`src/rtl/seven_seg_pkg.sv`:
```
// Shared types and helpers for the multiplexed 7-segment scan driver.
package seven_seg_pkg;

  typedef enum logic {
    BLANK = 1'b0,
    SHOW  = 1'b1
  } scan_state_t;

  localparam logic [6:0] SEG_OFF = 7'b0000000;

  // Counter width helper; never returns less than 1 so DIGITS=1 still gets a legal vector.
  function automatic int clog2(input int value);
    int width;
    for (width = 1; (1 << width) < value; width++) begin
    end
    return width;
  endfunction

endpackage

```
`src/rtl/seven_seg_hex.sv`:
```
// Hex nibble to 7-segment decoder; segments are {g,f,e,d,c,b,a}, active-high.
module seven_seg_hex (
  input  logic [3:0] nibble,
  output logic [6:0] segments
);

  always_comb begin
    segments = 7'b0000000;
    case (nibble)
      4'h0: segments = 7'b0111111;
      4'h1: segments = 7'b0000110;
      4'h2: segments = 7'b1011011;
      4'h3: segments = 7'b1001111;
      4'h4: segments = 7'b1100110;
      4'h5: segments = 7'b1101101;
      4'h6: segments = 7'b1111101;
      4'h7: segments = 7'b0000111;
      4'h8: segments = 7'b1111111;
      4'h9: segments = 7'b1101111;
      4'hA: segments = 7'b1110111;
      4'hB: segments = 7'b1111100;
      4'hC: segments = 7'b0111001;
      4'hD: segments = 7'b1011110;
      4'hE: segments = 7'b1111001;
      4'hF: segments = 7'b1110001;
      default: segments = 7'b0000000;
    endcase
  end

endmodule

```
`src/rtl/seven_seg_scan.sv`:
```
// Multiplexed N-digit 7-segment scan driver with double-buffered value and per-slot blanking.
// Define SEVEN_SEG_LZ_BLANK_EN to suppress leading zeros on digits above digit 0.
module seven_seg_scan
  import seven_seg_pkg::*;
#(
  parameter int DIGITS    = 2,
  parameter int CLK_DIV   = 1200,
  parameter int BLANK_CYC = 16
) (
  input  logic                  clk,
  input  logic                  rst,
  input  logic [4*DIGITS-1:0]   value_in,
  input  logic                  value_valid,
  output logic                  value_ready,
  output logic [6:0]            seg_out,
  output logic [DIGITS-1:0]     dig_sel,
  output logic                  frame_start
);

  localparam int IDX_W = clog2(DIGITS);
  localparam int CNT_W = clog2(CLK_DIV);
  localparam logic [CNT_W-1:0] CNT_LAST   = CNT_W'(CLK_DIV - 1);
  localparam logic [CNT_W-1:0] BLANK_LAST = CNT_W'(BLANK_CYC - 1);
  localparam logic [IDX_W-1:0] IDX_LAST   = IDX_W'(DIGITS - 1);

  scan_state_t          state_reg, state_next;
  logic [CNT_W-1:0]     cnt_reg, cnt_next;
  logic [IDX_W-1:0]     idx_reg, idx_next;
  logic [4*DIGITS-1:0]  disp_reg;
  logic [4*DIGITS-1:0]  pending_reg;
  logic                 pending_valid_reg;
  logic [6:0]           seg_reg;
  logic [DIGITS-1:0]    dig_reg;
  logic                 frame_start_reg;

  logic                 slot_end;
  logic                 frame_end;
  logic                 transfer;
  logic [DIGITS-1:0]    idx_onehot;
  logic [3:0]           nibble;
  logic [6:0]           seg_dec;
  logic                 lz_blank;

  assign slot_end    = (cnt_reg == CNT_LAST);
  assign frame_end   = slot_end && (idx_reg == IDX_LAST);
  assign value_ready = !pending_valid_reg && !rst;
  assign transfer    = value_valid && value_ready;

  // Scan sequencing: counter, digit index and BLANK/SHOW state
  always_comb begin
    cnt_next   = cnt_reg + CNT_W'(1);
    idx_next   = idx_reg;
    state_next = state_reg;
    if (slot_end) begin
      cnt_next = '0;
      idx_next = (idx_reg == IDX_LAST) ? '0 : idx_reg + IDX_W'(1);
    end
    case (state_reg)
      BLANK:   if (cnt_reg == BLANK_LAST) state_next = SHOW;
      SHOW:    if (slot_end) state_next = BLANK;
      default: state_next = BLANK;
    endcase
  end

  always_ff @(posedge clk) begin
    if (rst) begin
      state_reg <= BLANK;
      cnt_reg   <= '0;
      idx_reg   <= '0;
    end else begin
      state_reg <= state_next;
      cnt_reg   <= cnt_next;
      idx_reg   <= idx_next;
    end
  end

  // Double buffer: the displayed value only changes on the edge that starts a new frame
  always_ff @(posedge clk) begin
    if (rst) begin
      disp_reg          <= '0;
      pending_reg       <= '0;
      pending_valid_reg <= 1'b0;
    end else if (frame_end && pending_valid_reg) begin
      disp_reg          <= pending_reg;
      pending_valid_reg <= 1'b0;
    end else if (transfer) begin
      pending_reg       <= value_in;
      pending_valid_reg <= 1'b1;
    end
  end

  generate
    for (genvar gi = 0; gi < DIGITS; gi++) begin : g_onehot
      assign idx_onehot[gi] = (idx_reg == IDX_W'(gi));
    end
  endgenerate

  always_comb begin
    nibble = 4'h0;
    for (int k = 0; k < DIGITS; k++) begin
      if (idx_onehot[k]) nibble = disp_reg[4*k +: 4];
    end
  end

  seven_seg_hex u_hex (
    .nibble   (nibble),
    .segments (seg_dec)
  );

`ifdef SEVEN_SEG_LZ_BLANK_EN
  // zero_from[k]: nibble k and every nibble above it are zero
  logic [DIGITS:0]   zero_from;
  logic [DIGITS-1:0] lz_mask;

  assign zero_from[DIGITS] = 1'b1;
  generate
    for (genvar gi = 0; gi < DIGITS; gi++) begin : g_lz
      assign zero_from[gi] = (disp_reg[4*gi +: 4] == 4'h0) && zero_from[gi+1];
    end
  endgenerate

  assign lz_mask  = zero_from[DIGITS-1:0] & ~DIGITS'(1);
  assign lz_blank = |(idx_onehot & lz_mask);
`else
  assign lz_blank = 1'b0;
`endif

  // Registered pins: one cycle behind state/idx
  always_ff @(posedge clk) begin
    if (rst) begin
      seg_reg         <= SEG_OFF;
      dig_reg         <= '0;
      frame_start_reg <= 1'b0;
    end else begin
      seg_reg         <= (state_reg == SHOW && !lz_blank) ? seg_dec : SEG_OFF;
      dig_reg         <= (state_reg == SHOW) ? idx_onehot : '0;
      frame_start_reg <= (state_reg == BLANK) && (idx_reg == '0) && (cnt_reg == '0);
    end
  end

  assign seg_out     = seg_reg;
  assign dig_sel     = dig_reg;
  assign frame_start = frame_start_reg;

endmodule

```
`config.mk`:
```
export PLATFORM = sky130hd
export DESIGN_NAME = seven_seg_scan
export DESIGN_NICKNAME = d
export VERILOG_FILES = /design/src/rtl/seven_seg_pkg.sv /design/src/rtl/seven_seg_hex.sv /design/src/rtl/seven_seg_scan.sv
export SDC_FILE = /design/constraint.sdc
export NUM_CORES = 1
export LEC_CHECK = 0
export CAP_MARGIN = 5
export CORE_UTILIZATION = 50
export DETAILED_ROUTE_END_ITERATION = 16
export PLACE_DENSITY = 0.8
export SYNTH_ARGS = -nofsm -noshare
export SYNTH_HDL_FRONTEND = slang
export SYNTH_SLANG_ARGS = --single-unit
```
`constraint.sdc`:
```
create_clock -name clk -period 3.6 [get_ports clk]
set_input_delay 0.72 -clock clk [delete_from_list [all_inputs] [get_ports clk]]
set_output_delay 0.72 -clock clk [all_outputs]
set_load 0.02 [all_outputs]
```
# After elaboration in Yosys (flattened, before gate mapping)
# Memories as Yosys holds them, arrays and structs flattened. A register that Yosys moved wholly into a read port is not among the register bits.
# Index checks and enable logic that the tools add are counted.
# W data, S select, Z words.
# word_totals
mem_bits_ro	112
mem_count	1
in_bits	11
wordCells	34
ff_bits	33
output_inout_bits	11
# memory_table
name	depth	width	read_ports	rd_ports_with_merged_regs	write_ports	line	text
(name not given)	16	7	1	1	0	seven_seg_hex.sv:9	case (nibble)
# classes
bitwise_logic	3
add_sub_neg	2
n_mux	5
n_eq_ne	2
reduce_logical	13
# ops
op	count
$add A11 B1 Y11 const B	1
$eq A11 B11 Y1 const B	1
$eq A11 B4 Y1 const B	1
$logic_not A11 Y1	1
$logic_and A1 B1 Y1	6
$reduce_or A2 Y1	3
$mux W4	1
$mux W1	3
$not A1 Y1	3
$logic_not A1 Y1	2
$pmux W1 S2	1
$reduce_and A2 Y1	1
$add A1 B1 Y1 const B	1

# Longest topological paths before layout
# logic_depth
depth_word	5
mapped_depth	7
depth_no_buf	6

# Hierarchy
# From an unflattened synthesis, not the netlist that was laid out.
# unflattened
cells_unflattened	196
area_unflattened_um2	1885.6
# modules_own_cells
mod	area_each_um2	n_inst	cells_per_inst
seven_seg_scan	1597.8	1	163
seven_seg_hex	287.8	1	33

# Worst setup path before layout
# OpenSTA, ideal clock, no wires.
# synth_path
kind	input to output
from	input rst
to	output value_ready
t_required_ps	2880
arrival_time_ps	1355
slack_ps	1525
path_stages	3
cell_sequence	clkbuf_1 clkbuf_1 nor2_1
# synth_via
elab_chain_len	2
# synth_lines
item	line	text
start: declaration	seven_seg_scan.sv:11	input logic rst,
$logic_not A1 Y1	seven_seg_scan.sv:46	assign value_ready = !pending_valid_reg && !rst;
$logic_and A1 B1 Y1	seven_seg_scan.sv:46	
end: declaration	seven_seg_scan.sv:14	output logic value_ready,
# Every way passes these cells.

# Worst setup path in the final report
# Ends and elaborated chain as after synthesis.

==> results.json <==
{
  "outcome": "complete, no violations",
  "timing.final.setup_violations": 0,
  "drtAntennaViolNets": 0,
  "leakage_nw": 0.853,
  "layout-area-overhead-vs-synth_pct": 16.9,
  "cts_inserted_buffers": 5,
  "initial_utilization_pct": 53.0,
  "grt_pass1_wl_um": 4850,
  "wirelength_met1_um": 1460,
  "async_flop_share_pct": 0,
  "power.ir.vdd_worst_v": 0.000254,
  "die_h_um": 61.9,
  "clock_insertion_delay_worst_skew_ns": 0.36,
  "maxCapViolCount": 0,
  "antenna_found_initial": 0,
  "hold_path_depth": 1,
  "postRouteWirelength_um": 2910,
  "cts_max_path_buffers": 2,
  "post_synth_main_area_contributors": "sky130_fd_sc_hd__dfxtp_1 (45%), sky130_fd_sc_hd__mux2i_1 (9.5%), sky130_fd_sc_hd__nor2_1 (7.9%), sky130_fd_sc_hd__ha_1 (6.3%), sky130_fd_sc_hd__xnor2_1 (3.4%)",
  "vias_per_cell": 5.05,
  "slew_violations": 0,
  "htree_levels": 2,
  "timing.hold.worst.class": "register to register",
  "largest_register_ffs": 11,
  "clock_sink_count": 40,
  "holdBufCountCts": 0,
  "seq_cells_post_synth": 40,
  "endpoint_kind": "output pin",
  "grt_start_max_net_pins": 25,
  "worst_r2r_path_depth": 6,
  "yosys_warnings": 0,
  "setup.worst_path.start_class": "primary input",
  "die_width_um": 61.9,
  "top_layer": "met4",
  "placementRows": 21,
  "synthTopCellsByCount": "sky130_fd_sc_hd__dfxtp_1 (40), sky130_fd_sc_hd__nor2_1 (38), sky130_fd_sc_hd__mux2i_1 (17)",
  "reg2reg_from": "idx_reg",
  "worstReg2RegEnd": "seg_out[6]",
  "synth.cell_area_sq_mm": 0.00180,
  "route.met2.wl_um": 1250,
  "slew_headroom_pct": 40.6,
  "cts_root_buf": "sky130_fd_sc_hd__clkbuf_4",
  "criticalPathCategory": "primary input to output pin",
  "io_buffer_count": 21,
  "worst_hold_path.endpoint": "cnt_reg[0]",
  "antennaDiodeCount": 0,
  "tritoncts": "yes",
  "wl_met3_um": 128,
  "drtIter0Drc": 43,
  "cts.repair.resized": 0,
  "fin_crit_sh_pct": 74.3,
  "fraction_of_final_layout_cells_with_drive_strength_greater_than_1_pct": 9.13,
  "ys.flop_type": "sky130_fd_sc_hd__dfxtp_1",
  "first_pass_iters": 4,
  "cp.required_ns": 2.88,
  "syn-instance-count": 187,
  "nNetsFinal": 227,
  "area_after_dpl_sq_mm": 0.00201,
  "yosys.cell_count.top_type": "sky130_fd_sc_hd__dfxtp_1",
  "rsz0062_at_grt": "false",
  "average_detailed_routed_wire_length_per_instance_um": 11.4,
  "grt_pass1_vias": 1076,
  "postLayoutCellArea_sq_mm": 0.00210,
  "post_cts.repair.setup_buffers": 0,
  "synth-edff-count": 0,
  "fin_setup_tns_ns": 0,
  "timing.final.hold_violations": 0,
  "synth_seq_area_share_pct": 44.6,
  "synth_top_cell_area_share_pct": 44.6,
  "p_per_area_mw_per_mm2": 386,
  "place.detailed.hpwl_um": 2040,
  "timing.clock.skew_ns": 0.0131,
  "timing_worst_slew_pin_value_ns": 0.889,
  "power_w": 0.000811,
  "design.die.area_sq_mm": 0.00383,
  "clock.fmax_mhz": 374,
  "dr_total_vias": 1282,
  "design.portCount": 22,
  "finalWeightedCongestion": 0.855,
  "finalWorstPathRequiredPeriod_ns": 2.67,
  "synth_area_per_cell_sq_um": 9.60,
  "worst_setup_hold_path_clk_slew_ns": 0.11,
  "post_synthesis_cell_type_count": 37,
  "overflow": 0,
  "worst-endpoint-arrival_ns": 1.95,
  "groute.usage.overall_pct": 17.9,
  "drc": 0,
  "setup.reg_to_reg.worst_slack_ns": 1.43,
  "core-area_sq_mm": 0.00339,
  "synth.largest_area_cell": "sky130_fd_sc_hd__dfxtp_1",
  "cp_max_fo": 2,
  "syn-num-nets": 207,
  "worst_hold_startpoint": "cnt_reg[0]"
}
## how the worst max path moves through the flow
stage / startpoint / to / slack (ns) / cells after the start
CTS: rst / value_ready / 0.95 / 3
finish: rst / value_ready / 0.93 / 3
global placement: rst / value_ready / 0.96 / 3
floorplan: rst / value_ready / 1.53 / 3
detailed placement: rst / value_ready / 0.96 / 3
global route: rst / value_ready / 0.91 / 3
## metal layers
layer / track usage, % / vias up
met5: 0 / -
met4: 8.89 / 0
met3: 7.45 / 6
met2: 25.2 / 28
met1: 23.4 / 570
li1: - / 678
## cell families after synthesis
| group | share of synthesized area, % |
|---|---|
| compound gates | 6.48 |
| simple gates | 20.3 |
| mux | 13.5 |
| xor+xnor | 4.39 |
| fa+ha+maj | 6.27 |
| flops | 44.6 |
| buf+inv | 4.39 |
## through the flow
stage	setup slack, ns	hold WS [ns]	instances	utilization (%)
after global routing	0.912	0.530	254	61.9
after detailed placement	0.963	0.473	246	59.4
final	0.925	0.499	254	61.9
after global placement	0.965	0.459	246	59.4
after floorplan	1.53	0.441	187	-
after CTS	0.945	0.501	254	61.9
## layout by cell type, fill, tap and decap left out, drive strengths merged, types with 3 or more instances in the layout
| master | synthesis | final |
|---|---|---|
| a221oi | 3 | 3 |
| clkbuf | 4 | 5 |
| clkdlybuf4s50 | 0 | 21 |
| dfxtp | 40 | 40 |
| ha | 9 | 9 |
| inv | 6 | 6 |
| mux2 | 3 | 3 |
| mux2i | 19 | 19 |
| nand2 | 8 | 8 |
| nand2b | 3 | 3 |
| nand3 | 5 | 5 |
| nand4 | 5 | 5 |
| nor2 | 40 | 40 |
| nor3 | 6 | 6 |
| o21ai | 5 | 5 |
| xnor2 | 7 | 7 |
## layout make-up
cell class                      instances  area (sq um)
Inverter                                6          22.5
Clock buffer                            5          37.5
Clock inverter                          3          47.5
Tap cell                               46          57.6
Multi-Input combinational cell        132           916
Timing Repair Buffer                   22           218
Sequential cell                        40           801
Fill cell                             279          1290
## where the power goes
group / internal (W) / switching (W) / total [W]
Sequential: 0.000453 / 0.00000736 / 0.000460
Combinational: 0.0000255 / 0.0000212 / 0.0000467
Clock: 0.000148 / 0.000155 / 0.000304
## critical path, stage by stage
cell and delay, ns:
sky130_fd_sc_hd__clkdlybuf4s50_1 0.48, sky130_fd_sc_hd__nor2_1 0.14, sky130_fd_sc_hd__clkdlybuf4s50_1 0.62
(Power assumes the default switching activity.)
